### src/rtl/bus_arbiter.sv
// Two-port arbiter sharing one Wishbone-classic memory bus between instruction fetch and data access.
// Data requests win over fetches, and a hung slave is cut off after TIMEOUT strobe cycles with an error.
module bus_arbiter #(
    parameter int TIMEOUT = 16,
    parameter int CNT_W   = 5
) (
    input  logic        clk,
    input  logic        rst,
    input  logic        flush_i,

    input  logic        i_req_i,
    input  logic [31:0] i_addr_i,
    output logic [31:0] i_rdata_o,
    output logic        i_ack_o,
    output logic        i_err_o,

    input  logic        d_req_i,
    input  logic        d_we_i,
    input  logic [3:0]  d_sel_i,
    input  logic [31:0] d_addr_i,
    input  logic [31:0] d_wdata_i,
    output logic [31:0] d_rdata_o,
    output logic        d_ack_o,
    output logic        d_err_o,

    output logic        m_cyc_o,
    output logic        m_stb_o,
    output logic        m_we_o,
    output logic [3:0]  m_sel_o,
    output logic [31:0] m_addr_o,
    output logic [31:0] m_wdata_o,
    input  logic [31:0] m_rdata_i,
    input  logic        m_ack_i,

    output logic        stallreq_if_o,
    output logic        stallreq_mem_o
);

    typedef enum logic [1:0] {
        IDLE,
        DACC,
        IFETCH
    } state_t;

    state_t           state;
    logic [CNT_W-1:0] cnt;
    logic             discard;
    logic             d_pend;
    logic             i_pend;
    logic             timeout_hit;
    logic             i_drop;

    // A request whose completion pulse is showing this cycle is already served.
    assign d_pend = d_req_i & ~d_ack_o & ~d_err_o;
    assign i_pend = i_req_i & ~i_ack_o & ~i_err_o;

    assign stallreq_mem_o = d_pend;
    assign stallreq_if_o  = i_pend;

    assign timeout_hit = (cnt == CNT_W'(TIMEOUT - 1));
    assign i_drop      = discard | flush_i;

    always_ff @(posedge clk or negedge rst) begin
        if (!rst) begin
            state     <= IDLE;
            cnt       <= '0;
            discard   <= 1'b0;
            m_cyc_o   <= 1'b0;
            m_stb_o   <= 1'b0;
            m_we_o    <= 1'b0;
            m_sel_o   <= 4'b0000;
            m_addr_o  <= '0;
            m_wdata_o <= '0;
            i_rdata_o <= '0;
            d_rdata_o <= '0;
            i_ack_o   <= 1'b0;
            i_err_o   <= 1'b0;
            d_ack_o   <= 1'b0;
            d_err_o   <= 1'b0;
        end else begin
            i_ack_o <= 1'b0;
            i_err_o <= 1'b0;
            d_ack_o <= 1'b0;
            d_err_o <= 1'b0;

            case (state)
                IDLE: begin
                    cnt     <= '0;
                    discard <= 1'b0;
                    if (d_pend) begin
                        state     <= DACC;
                        m_cyc_o   <= 1'b1;
                        m_stb_o   <= 1'b1;
                        m_we_o    <= d_we_i;
                        m_sel_o   <= d_sel_i;
                        m_addr_o  <= d_addr_i;
                        m_wdata_o <= d_wdata_i;
                    end else if (i_pend && !flush_i) begin
                        state     <= IFETCH;
                        m_cyc_o   <= 1'b1;
                        m_stb_o   <= 1'b1;
                        m_we_o    <= 1'b0;
                        m_sel_o   <= 4'b1111;
                        m_addr_o  <= i_addr_i;
                        m_wdata_o <= '0;
                    end
                end

                // An ack arriving on the last allowed cycle still counts as success.
                DACC: begin
                    if (m_ack_i) begin
                        state     <= IDLE;
                        cnt       <= '0;
                        m_cyc_o   <= 1'b0;
                        m_stb_o   <= 1'b0;
                        d_rdata_o <= m_rdata_i;
                        d_ack_o   <= 1'b1;
                    end else if (timeout_hit) begin
                        state     <= IDLE;
                        cnt       <= '0;
                        m_cyc_o   <= 1'b0;
                        m_stb_o   <= 1'b0;
                        d_rdata_o <= '0;
                        d_err_o   <= 1'b1;
                    end else begin
                        cnt <= cnt + CNT_W'(1);
                    end
                end

                // A flushed fetch still finishes on the bus, but its result never reaches IF.
                IFETCH: begin
                    if (m_ack_i) begin
                        state   <= IDLE;
                        cnt     <= '0;
                        discard <= 1'b0;
                        m_cyc_o <= 1'b0;
                        m_stb_o <= 1'b0;
                        if (!i_drop) begin
                            i_rdata_o <= m_rdata_i;
                            i_ack_o   <= 1'b1;
                        end
                    end else if (timeout_hit) begin
                        state   <= IDLE;
                        cnt     <= '0;
                        discard <= 1'b0;
                        m_cyc_o <= 1'b0;
                        m_stb_o <= 1'b0;
                        if (!i_drop) begin
                            i_rdata_o <= '0;
                            i_err_o   <= 1'b1;
                        end
                    end else begin
                        cnt <= cnt + CNT_W'(1);
                        if (flush_i) begin
                            discard <= 1'b1;
                        end
                    end
                end

                default: begin
                    state   <= IDLE;
                    cnt     <= '0;
                    discard <= 1'b0;
                    m_cyc_o <= 1'b0;
                    m_stb_o <= 1'b0;
                end
            endcase
        end
    end

endmodule

### config.mk
export PLATFORM = sky130hd
export DESIGN_NAME = bus_arbiter
export DESIGN_NICKNAME = d
export VERILOG_FILES = /design/src/rtl/bus_arbiter.sv
export SDC_FILE = /design/constraint.sdc
export NUM_CORES = 1
export LEC_CHECK = 0
export CAP_MARGIN = 30
export CORE_ASPECT_RATIO = 0.9
export CORE_UTILIZATION = 41
export CTS_CLUSTER_SIZE = 24
export DETAILED_ROUTE_END_ITERATION = 12
export HOLD_SLACK_MARGIN = 0.05
export PLACE_DENSITY = 0.8
export RECOVER_POWER = 50
export SYNTH_ARGS = -nofsm -noshare
export SYNTH_HDL_FRONTEND = slang
export SYNTH_SLANG_ARGS = --single-unit
export TNS_END_PERCENT = 50
### constraint.sdc
create_clock -name clk -period 1.9 [get_ports clk]
set_input_delay 0.38 -clock clk [delete_from_list [all_inputs] [get_ports clk]]
set_output_delay 0.38 -clock clk [all_outputs]
set_load 0.02 [all_outputs]
==> results of run 1 <==
-- worst max-delay path, cell delays in order (launching register included) --
cell and delay [ns]:
dfrtp_1 0.38, or3b_4 0.42, inv_2 0.09, buf_2 0.17
-- power groups by stage --
stage                     sequential, mW  clock [mW]  combinational [mW]
after floorplan                     6.91           0                2.64
after global placement              5.32           0                8.04
after CTS                           5.37        3.22                8.27
after global routing                5.52        3.35                8.65
final                               5.37        3.16                8.17
after detailed placement            5.35           0                8.25
-- Yosys cell counts, types with 2 or more instances --
cell and number:
dfrtp_1 146, a22o_1 97, nand2_1 36, and3_1 33, nor3_1 33, a211o_1 32
clkbuf_1 26, buf_2 8, buf_6 6, buf_4 5, o22a_1 5, ha_1 4
nor2_1 4, and2_1 3, inv_1 3, nand3_1 3, nor3b_1 3, a21oi_1 2
a22oi_1 2, o21ai_1 2
-- placed cells by master, fill, tap and decap left out, types with 3 or more instances in the layout --
cell type / synthesis / final
clkdlybuf4s50_1: 0 / 270
o21ai_2: 1 / 3
ha_1: 4 / 3
buf_4: 5 / 9
o22a_1: 5 / 5
clkbuf_1: 26 / 3
clkbuf_8: 0 / 6
nor3b_1: 3 / 3
nand3_1: 3 / 3
dlygate4sd3_1: 0 / 7
nand2_1: 36 / 36
buf_12: 0 / 7
nor3_1: 33 / 33
nor2_1: 4 / 4
clkinvlp_4: 0 / 3
a211o_1: 32 / 32
buf_6: 6 / 3
clkbuf_16: 0 / 18
a22o_1: 97 / 97
dfrtp_1: 146 / 146
and3_1: 33 / 33
inv_1: 3 / 3
-- worst max path at each step --
stage | cells past startpoint | start | endpoint | slack, ns
2_1_floorplan | 6 | d_ack_o | m_sel_o[0] | 0.17
4_1_cts | 3 | d_ack_o | stallreq_mem_o | 0.04
5_1_grt | 3 | d_ack_o | stallreq_mem_o | 0.005
3_5_place_dp | 4 | d_req_i | stallreq_mem_o | -0.39
6_report | 3 | d_ack_o | stallreq_mem_o | 0.05
3_3_place_gp | 4 | d_req_i | stallreq_mem_o | -0.40
-- final cells by class --
class	count	area, µm²	share of cell area, %
Clock inverter	6	45.04	0.4728
Inverter	4	15.01	0.1576
Sequential cell	146	3654	38.35
Multi-Input combinational cell	274	1972	20.70
Tap cell	193	241.5	2.535
Clock buffer	26	519.2	5.450
Timing Repair Buffer	302	3080	32.34
-- registers in the layout, indices dropped and copies added (netlist names) --
signal / flops
d_rdata_o: 32
m_we_o: 1
d_ack_o: 1
d_err_o: 1
m_addr_o: 32
m_sel_o: 4
cnt: 5
i_rdata_o: 32
i_ack_o: 1
state: 2
m_wdata_o: 32
discard: 1
i_err_o: 1
m_stb_o: 1
-- layer usage --
layer | routed length [µm] | GRT usage (%) | up-vias
met1 | 7116 | 28.77 | 2552
met3 | 1798 | 8.587 | 25
met4 | 347 | 8.863 | 0
met5 | 0 | 0 | -
met2 | 9088 | 43.30 | 277
li1 | - | - | 2311
-- stage by stage --
stage	instance area [µm²]	instances
floorplan	5873	469
global placement	8979	917
detailed placement	8979	917
CTS	9547	950
global route	9527	951
finish	9527	951
-- repair_timing --
action | CTS | global route
hold buffers | 1 | 0
gates resized for setup | 5 | 1
setup endpoints to repair | 2 | 7
cloned | 0 | 1
endpoints found under the hold margin | 40 | 0
-- cell families (layout without fill, tap and decap cells) --
kind of cell,count (synthesis),after routing,share of synthesized area [%]
XOR/XNOR,2,2,0.2983
AND/OR/NAND/NOR,123,123,11.01
adder cells (fa/ha/maj),4,4,0.8522
AO/OA/AOI/OAI,145,145,21.24
buffers and inverters,49,338,4.388
flip-flops,146,146,62.21
==> flow_metrics.env, run 1 <==
export IMPL_clock_fmax_mhz=540.6
export IMPL_clock_skew_ns=0.007098
export IMPL_reg2reg_depth=6
export IMPL_arrival_ns=1.47
export IMPL_wl_um=18350
export IMPL_routabilityCongestion=0.8884
export IMPL_wl_per_cell_um=19.30
export IMPL_drc_errors=0
export IMPL_cts_buffers=17
export IMPL_nets=888
export IMPL_hold_path_cell_count=1
export IMPL_vias=5165
export IMPL_fin_crit_sh_pct=97.36
export IMPL_synth_async_sr_flop_share_pct=100.0
export IMPL_slew_viol_final=0
export IMPL_overflow=0
export IMPL_layout_drive_gt1_share_pct=7.916
export IMPL_viasPerCell=5.431
export IMPL_first_iter_violations=355
export IMPL_die_x_um=128.2
export IMPL_yosysSeqAreaShare_pct=62.21
export IMPL_dieArea_um2=14810
export IMPL_critPathKind="reg -> out"
export IMPL_num_antenna_cells=0
export IMPL_fin_tns_setup_ns=0
export IMPL_synth_area_top_cells="dfrtp_1, a22o_1, a211o_1"
export IMPL_synth_flop_cell="dfrtp_1"
export IMPL_crit_path_end_kind="primary output"
export IMPL_worstHoldStart="cnt[0]"
export IMPL_grt_pass1_vias=5274
export IMPL_synthesis_area_um2=5873
export IMPL_grt_first_pass_wirelength_um=27880
export IMPL_ios=280
export IMPL_yosysTopAreaCellShare_pct=62.21
export IMPL_fin_ws_ns=0.05013
export IMPL_cts_clk_slew_worst_paths_ns=0.06
export IMPL_fin_util_pct=68.02
export IMPL_drv_cap=0
export IMPL_num_rows=41
export IMPL_p_int_mw=10.50
export IMPL_synth_edf_count=0
export IMPL_p_comb_share_pct=48.9
export IMPL_post_cts_buffers=0
export IMPL_cp_required_ns=1.52
export IMPL_cts_tree="built"
export IMPL_clock_latency_ns=0.42
export IMPL_htree_levels=4
export IMPL_final_hold_violation_count=0
export IMPL_max_slew_margin_rel_pct=33.27
export IMPL_synth_warnings=0
export IMPL_antenna_found_initial=0
export IMPL_cts_root_buf="clkbuf_16"
export IMPL_grt_usage_pct=24.92
export IMPL_hold_end="cnt[0]"
export IMPL_p_switching_mw=6.205
export IMPL_place_ws_ns=-0.3915
export IMPL_power_density_nw_per_um2=1754
export IMPL_pwr_share_seq_pct=32.2
export IMPL_netlist_instances=469
export IMPL_worstReg2RegStart="d_ack_o"
export IMPL_route_antenna_remaining_nets=0
export IMPL_power_mw=16.71
export IMPL_peakVddDrop_mv=0.9075
export IMPL_crit_fanout=2
export IMPL_rsz0062_at_grt="false"
export IMPL_ys_seq_elements=146
export IMPL_start_util_pct=41.94
export IMPL_hold_path_class="reg -> reg"
export IMPL_synthToLayoutAreaGrowth_pct=62.21
export IMPL_setup_violations=0
export IMPL_io_buffers=279
export IMPL_startpoint_type="register"
export IMPL_period_minus_slack_ns=1.850
export IMPL_reg2reg_to="m_addr_o[18]"
export IMPL_worst_r2r_setup_slack_ns=0.07
export IMPL_cts_buffer_depth=2
export IMPL_clkSinkCount=146
export IMPL_fillers=1000
export IMPL_p_clk_share_pct=18.9
export IMPL_grt_max_degree=60
export IMPL_synth_area_per_cell_um2=12.52
export IMPL_ys_types=36
export IMPL_holdWs_ns=0.4832
export IMPL_fp_coreArea_um2=14000
export IMPL_p_sw_share_pct=37.14
export IMPL_hpwl_um=12670
export IMPL_worst_slew_pin_slew_ns=1.001
export IMPL_status="completed"
export IMPL_synth_nets=612
export IMPL_drtPass1Iterations=5
export IMPL_leakage_nw=4.437
export IMPL_yosysTopAreaCell="dfrtp_1"
export IMPL_fp_dieH_um=115.5
No activity file was read; power rests on OpenSTA's default activity.
==> run 2: changes to the inputs <==
--- a/config.mk
+++ b/config.mk
@@ -5,7 +5,7 @@
 export SDC_FILE = /design/constraint.sdc
 export NUM_CORES = 1
 export LEC_CHECK = 0
-export CAP_MARGIN = 30
+export CAP_MARGIN = 40
 export CORE_ASPECT_RATIO = 0.9
 export CORE_UTILIZATION = 41
 export CTS_CLUSTER_SIZE = 24
==> results of run 2 <==
The final DEF is identical to that of run 1; final timing and power are the same.
